<file path="config.mk">
export PLATFORM = sky130hd
export DESIGN_NAME = brnch_ctrl
export DESIGN_NICKNAME = d
export VERILOG_FILES = /design/src/rtl/brnch_ctrl_pkg.sv /design/src/rtl/brnch_checker.sv /design/src/rtl/brnch_ctrl.sv
export SDC_FILE = /design/constraint.sdc
export NUM_CORES = 1
export LEC_CHECK = 0
export ABC_CLOCK_PERIOD_IN_PS = 2600
export CAP_MARGIN = 20
export CORE_UTILIZATION = 51
export CTS_CLUSTER_DIAMETER = 120
export DETAILED_ROUTE_END_ITERATION = 8
export HOLD_SLACK_MARGIN = 0.1
export PLACE_DENSITY_LB_ADDON = 0.1
export RECOVER_POWER = 100
export SLEW_MARGIN = 20
export SYNTH_ARGS = -nofsm -noshare
export SYNTH_HDL_FRONTEND = slang
export SYNTH_SLANG_ARGS = --single-unit
</file>
<file path="constraint.sdc">
create_clock -name clk -period 2.6 [get_ports clk]
set_input_delay 0.26 -clock clk [delete_from_list [all_inputs] [get_ports clk]]
set_output_delay 0.26 -clock clk [all_outputs]
set_load 0.03 [all_outputs]
</file>
<file path="src/rtl/brnch_ctrl_pkg.sv">
// brnch_ctrl_pkg: branch-type encodings and controller state codes
package brnch_ctrl_pkg;
    typedef enum logic [1:0] {BR_EQZ = 2'b00, BR_NEZ = 2'b01, BR_LTZ = 2'b10, BR_GEZ = 2'b11} br_typ_e;
    typedef enum logic [1:0] {IDLE = 2'b00, WAIT_FLG = 2'b01, REDIR = 2'b10, FLUSH = 2'b11} state_e;
endpackage

</file>
<file path="src/rtl/brnch_checker.sv">
// brnch_checker: evaluates a branch condition from ALU zero/neg flags
module brnch_checker
    import brnch_ctrl_pkg::*;
(
    input  logic [1:0] typ_i,
    input  logic       zero_i,
    input  logic       neg_i,
    output logic       taken_o
);
    always_comb taken_o = typ_i == BR_EQZ ? zero_i :
                          typ_i == BR_NEZ ? !zero_i :
                          typ_i == BR_LTZ ? neg_i : (zero_i || !neg_i);
endmodule

</file>
<file path="src/rtl/brnch_ctrl.sv">
// brnch_ctrl: sequences branch resolution, PC redirect, fetch flush and saturating branch stats
module brnch_ctrl
    import brnch_ctrl_pkg::*;
#(
    parameter int PC_W      = 16,
    parameter int FLUSH_CYC = 2,
    parameter int CNT_W     = 16
) (
    input  logic             clk,
    input  logic             rst_n,
    input  logic             br_valid_i,
    input  logic [1:0]       br_typ_i,
    input  logic [PC_W-1:0]  br_tgt_i,
    output logic             br_ready_o,
    input  logic             flg_valid_i,
    input  logic             zero_i,
    input  logic             neg_i,
    output logic             pc_redir_en_o,
    output logic [PC_W-1:0]  pc_redir_o,
    output logic             flush_o,
    output logic             fetch_stall_o,
    input  logic             clr_stats_i,
    output logic [CNT_W-1:0] br_cnt_o,
    output logic [CNT_W-1:0] taken_cnt_o
);
    state_e           state_q;
    logic [1:0]       typ_q;
    logic [PC_W-1:0]  tgt_q;
    logic [2:0]       fcnt_q;
    logic [CNT_W-1:0] br_cnt_q, br_cnt_d, taken_cnt_q, taken_cnt_d;
    logic             taken, resolve;

    brnch_checker u_chk (.typ_i(typ_q), .zero_i(zero_i), .neg_i(neg_i), .taken_o(taken));

    assign resolve     = state_q == WAIT_FLG && flg_valid_i;
    assign br_ready_o  = state_q == IDLE;
    assign br_cnt_o    = br_cnt_q;
    assign taken_cnt_o = taken_cnt_q;

    // Clear wins over a same-cycle increment; both counters stick at all-ones.
    always_comb begin
        br_cnt_d    = clr_stats_i ? '0 : (resolve && !(&br_cnt_q)) ? br_cnt_q + CNT_W'(1) : br_cnt_q;
        taken_cnt_d = clr_stats_i ? '0 : (resolve && taken && !(&taken_cnt_q)) ? taken_cnt_q + CNT_W'(1) : taken_cnt_q;
    end

    always_ff @(posedge clk or negedge rst_n) begin
        if (!rst_n) begin
            br_cnt_q    <= '0;
            taken_cnt_q <= '0;
        end else begin
            br_cnt_q    <= br_cnt_d;
            taken_cnt_q <= taken_cnt_d;
        end
    end

    // Redirect/flush/stall are set on entry to each state so they are registered.
    always_ff @(posedge clk or negedge rst_n) begin
        if (!rst_n) begin
            state_q       <= IDLE;
            typ_q         <= '0;
            tgt_q         <= '0;
            fcnt_q        <= '0;
            pc_redir_en_o <= 1'b0;
            pc_redir_o    <= '0;
            flush_o       <= 1'b0;
            fetch_stall_o <= 1'b0;
        end else begin
            pc_redir_en_o <= 1'b0;
            fetch_stall_o <= 1'b0;
            case (state_q)
                IDLE: if (br_valid_i) begin
                    typ_q   <= br_typ_i;
                    tgt_q   <= br_tgt_i;
                    state_q <= WAIT_FLG;
                end
                WAIT_FLG: if (flg_valid_i) begin
                    if (taken) begin
                        state_q       <= REDIR;
                        pc_redir_en_o <= 1'b1;
                        pc_redir_o    <= tgt_q;
                        flush_o       <= 1'b1;
                        fetch_stall_o <= 1'b1;
                    end else begin
                        state_q <= IDLE;
                    end
                end
                REDIR: begin
                    fcnt_q  <= 3'(FLUSH_CYC - 1);
                    state_q <= FLUSH_CYC > 1 ? FLUSH : IDLE;
                    flush_o <= FLUSH_CYC > 1;
                end
                FLUSH: begin
                    fcnt_q <= fcnt_q - 3'd1;
                    if (fcnt_q == 3'd1) begin
                        state_q <= IDLE;
                        flush_o <= 1'b0;
                    end
                end
            endcase
        end
    end
endmodule

</file>
After elaboration in Yosys (flattened, before gate mapping) --
Index checks and enable logic that the tools add are counted.
Word-level totals: register bits after elaboration 73, logic and storage cells 63, output and inout port bits 52, bits of input ports 25
Operators by class: equality and inequality tests 10, add/sub/neg operators 3, reduce and logical (&&, ||, !) cells 21, muxes and demuxes 20
Operators with widths (count):
- 16-bit two-way mux | 4
- 16-bit by 1-bit adder with 16-bit output (second input constant) | 2
- 16-bit AND reduction | 2
- 1-bit two-way mux | 9
- 2-bit two-way mux | 4
- 2-bit inequality test (second input constant) | 4
- 2-bit one-hot mux with 4 select lines | 1
- 2-bit equality test (second input constant) | 3
- 3-bit one-hot mux with 2 select lines | 1
- 3-bit AND reduction | 2
- 2-bit nonzero test | 3
- 2-bit by 1-bit equality test with 1-bit output (second input constant) | 2
- 1-bit logical AND | 4
- 1-bit zero test | 4
- 2-bit zero test | 2
- 4-bit AND reduction | 1
- 3-bit by 1-bit equality test with 1-bit output (second input constant) | 1
- 1-bit one-hot mux with 3 select lines | 1
- 3-bit nonzero test | 1
- 3-bit by 1-bit subtractor with 3-bit output (second input constant) | 1
- 2-bit AND reduction | 1
- 1-bit logical OR | 1

Longest topological paths before layout --
depth after elaboration 9, gate-level depth with buffers 6, depth with buffers taken out 6

Modules after synthesis --
A second synthesis with hierarchy kept.
Unflattened totals: cell total of the unflattened synthesis 349, area total of the unflattened synthesis 3482.1 µm²
Modules (own cells, without submodules):
- brnch_ctrl | instances 1, seq. area each 1826.8 µm², area each 3447.1 µm², cells an instance 345
- brnch_checker | instances 1, seq. area each 0.0 µm², area each 35.0 µm², cells an instance 4

Worst setup path before layout --
No wires, ideal clock.
path kind register to register, start point register state_q[0], end point register tgt_q[10], period minus slack after synthesis 2.146 ns, buffers on the path 3, library setup time 0.125 ns, data required time 2.475 ns, setup slack 0.454 ns, stages on the path, launching flop included 7, data arrival time 2.021 ns, path through dfrtp_1 -> buf_6 -> nor2_1 -> and2_1 -> clkbuf_1 -> buf_2 -> mux2_2
On the way: word-level cells in the longest chain between the ends 2
RTL lines:
- start, declared | line brnch_ctrl.sv:26 | state_e state_q;
- start signal, assigned | line brnch_ctrl.sv:89 | state_q <= FLUSH_CYC > 1 ? FLUSH : IDLE;
- 2-bit zero test
- via br_ready_o | line brnch_ctrl.sv:14 | output logic br_ready_o,
- 2-bit AND reduction (no line)
- end signal, assigned | line brnch_ctrl.sv:73 | tgt_q <= br_tgt_i;
- end, declared | line brnch_ctrl.sv:28 | logic [PC_W-1:0] tgt_q;
The timed path passes the listed nets, and every way through them passes these cells. A chain may end at the register's enable or synchronous reset.

==> run_results.csv <==
group,metric,value,unit
run_status,run_status,"finished with violations",
run_status,failed_checks,"max-capacitance violations, max-slew violations",
cells_and_area,layout-drive-gt1-share,15.0,%
drt,num_vias,2773,
logic_synthesis,postSynth.topFlopCell,"sky130_fd_sc_hd__dfrtp_1",
power,total_power,4.02,mW
placed_design,dpl_cell_area,0.00449,sq mm
die,initial_core_util,53.0,%
sta,setup_total_negative_slack,0,ps
die,area_of_the_core_region,0.00683,sq mm
run,maximum_capacitance_violations,1,
drt,wl,7470,um
die,die_area,0.00744,sq mm
power,vdd_ir_drop_max,0.000755,V
logic_synthesis,async_reset_ff_share,100,%
drt,antenna_left,0,
drt,detail_route.vias_per_cell,5.50,
sta,final-setup-viol-count,0,
logic_synthesis,postSynthCellCount,327,
drt,remaining_drc_errors,0,
placed_design,globalplace.congestion,0.862,
cells_and_area,layout.cells.most_common_list,"73 x sky130_fd_sc_hd__dfrtp_1, 53 x sky130_fd_sc_hd__dlygate4sd3_1, 36 x sky130_fd_sc_hd__mux2_2, 26 x sky130_fd_sc_hd__nor2_1, 23 x sky130_fd_sc_hd__clkdlybuf4s50_1",
sta,worst_pin_slew,1570,ps
cells_and_area,syn_to_final_growth,29.5,%
drt,first_iter_violations,172,
cells_and_area,layout_commonest_cell,"sky130_fd_sc_hd__dfrtp_1",
power,netSwitchingPower,1.43,mW
drt,wl_per_cell,14.8,um
power,net_sw_share,35.6,%
power,internal-power,2.59,mW
worst_setup_path,timing_worst_setup_path_type,"reg -> reg",
clocking,worstSkewPairLatency,350,ps
global_routing,initial_antenna_violation_count,0,
worst_setup_path,crit_required,2830,ps
worst_hold_path,hp-class,"reg -> reg",
clocking,clock_sinks,73,
sta,maximum_clock_rate,445,MHz
logic_synthesis,synth-edff-count,0,
clocking,path_clk_slew,80,ps
clocking,post-cts-setup-buffers,0,
sta,finalCritPeriodShare,86.5,%
global_routing,grt_pass1_wl,13000,um
clocking,ctsLongestPathBuffers,2,
placed_design,numPortBuffers,76,
power,pwr_density_cell,858,mW/mm^2
worst_setup_path,cp_data_arrival_time,2480,ps
global_routing,grt_start_max_net_pins,74,
worst_setup_path,path_max_fanout,22,
cells_and_area,utilization,68.6,%
logic_synthesis,synth-warning-count,0,
clocking,post_cts.resized_instances,0,
clocking,numCtsBuffers,9,
logic_synthesis,yosysSeqAreaShare,50.5,%
power,p_seq_share,41.3,%
sta,worst_slew_margin_rel,-4.64,%
logic_synthesis,synth.distinct_cells,48,
cells_and_area,diodes,0,
power,leakage,2.09,nW
sta,slew_viol_final,74,
drt,dr.pass1.iters,4,
die,die_width,86.2,um
power,pwr-share-clk,23.3,%
worst_setup_path,cp-start-kind,"flop",
clocking,root_buffer,"sky130_fd_sc_hd__clkbuf_8",
sta,finalClockSkew,10.9,ps
sta,holdWs,486,ps
logic_synthesis,netlist_area,0.00362,sq mm
die,die-height,86.2,um
cells_and_area,postLayoutCellArea,0.00469,sq mm
worst_setup_path,timing.critical_path.to_type,"flop",
clocking,htree_num_levels,3,
logic_synthesis,synth_seq_cells,73,
sta,rsz0062_at_grt,"false",
worst_setup_path,reg2reg_setup_slack,350,ps
global_routing,global_route_usage_over_all_layers,22.2,%
clocking,cts_tree,"done",
sta,fin_crit,2250,ps
power,power.combinational.fraction,35.4,%
logic_synthesis,mappedNetlistNets,356,
die,top_level_ports,77,
sta,hold_viol_final,0,
global_routing,globalRouteOverflowTotal,0,
placed_design,hpwl,5080,um
global_routing,first_global_vias,2649,
logic_synthesis,syn_area_per_cell,11.1,sq um
cells_and_area,final_nets,432,
die,placement_rows,30,
[repair_timing]
item                                   4_1_cts  5_1_grt
endpoints found under the hold margin       73        0
setup endpoints to repair                    0        0
hold buffers                                 1        0
[layout make-up]
class                   count  area, sq um
well taps                  96          120
fillers                   523         2150
clock inverters             6         72.6
flip-flops and latches     73         1830
multi-input cells         228         1680
clock buffers              10          138
inverters                   7         26.3
repair buffers             84          822
[power groups by stage]
stage | Sequential [mW] | Combinational (mW) | Clock (mW)
2_1_floorplan | 1.92 | 0.717 | 0
3_3_place_gp | 1.66 | 1.47 | 0
3_5_place_dp | 1.69 | 1.50 | 0
4_1_cts | 1.67 | 1.51 | 0.964
5_1_grt | 1.71 | 1.55 | 1.01
6_report | 1.66 | 1.42 | 0.938
[worst max-delay path, cell delays in order (launching register included)]
cell and delay (ps):
sky130_fd_sc_hd__dfrtp_1 510, sky130_fd_sc_hd__nand3b_4 210, sky130_fd_sc_hd__clkbuf_2 300, sky130_fd_sc_hd__or2_0 340, sky130_fd_sc_hd__nor4b_1 380, sky130_fd_sc_hd__mux2_2 380
[registers in the layout, indices dropped and copies added, names as in the netlist, named ones only]
| signal | count |
|---|---|
| state_q | 1 |
| pc_redir_o | 16 |
| tgt_q | 16 |
| flush_o | 1 |
| br_cnt_o | 16 |
| fcnt_q | 3 |
| typ_q | 2 |
| fetch_stall_o | 1 |
| taken_cnt_o | 16 |
[Yosys cell counts (4+ instances only)]
cell	count	area (sq um)
sky130_fd_sc_hd__ha_1	4	50.1
sky130_fd_sc_hd__dfrtp_1	73	1830
sky130_fd_sc_hd__a31oi_1	4	25.0
sky130_fd_sc_hd__mux2_1	17	191
sky130_fd_sc_hd__o21ai_0	7	35.0
sky130_fd_sc_hd__inv_1	7	26.3
sky130_fd_sc_hd__nor3_1	4	20.0
sky130_fd_sc_hd__nand3_1	12	60.1
sky130_fd_sc_hd__clkbuf_1	13	48.8
sky130_fd_sc_hd__mux2_2	38	428
sky130_fd_sc_hd__and3_1	7	43.8
sky130_fd_sc_hd__nand4_1	6	37.5
sky130_fd_sc_hd__nor4_1	11	68.8
sky130_fd_sc_hd__nor2b_1	22	138
sky130_fd_sc_hd__nand2b_1	4	25.0
sky130_fd_sc_hd__a21oi_1	9	45.0
sky130_fd_sc_hd__nand2_1	14	52.6
sky130_fd_sc_hd__nor2_1	26	97.6
[cells by family after synthesis]
logic type      Yosys count  share of synthesized area, %
mux                      58                          17.9
fa+ha+maj                 4                          1.38
compound gates           35                          6.19
simple gates            130                          20.7
xor+xnor                  1                         0.242
flops                    73                          50.5
buf+inv                  26                          3.11
[worst paths after layout]
| check | endpoint | startpoint | cells after the start |
|---|---|---|---|
| max | br_cnt_o[11] | flop | 5 |
| min | pc_redir_o[12] | tgt_q[12] | 1 |
| max reg2reg | br_cnt_o[11] | flop | 5 |
| min reg2reg | pc_redir_o[12] | tgt_q[12] | 1 |
| max in group asynchronous | taken_cnt_o[0] | rst_n | 3 |
| min in group asynchronous | pc_redir_o[13] | rst_n | 3 |
[layer usage]
| metal | GRT usage (%) | routed length (um) | vias to the layer above |
|---|---|---|---|
| met1 | 30.6 | 3520 | 1344 |
| met3 | 4.29 | 300 | 12 |
| met2 | 34.8 | 3530 | 69 |
| li1 | - | - | 1348 |
| met5 | 0 | 0 | - |
| met4 | 8.33 | 125 | 0 |
[metrics by stage]
| step | cells | setup slack, ps |
|---|---|---|
| floorplan | 327 | 454 |
| global placement | 487 | 352 |
| detailed placement | 487 | 307 |
| CTS | 504 | 519 |
| global route | 504 | 195 |
| finish | 504 | 351 |
(Power assumes the default switching activity.)
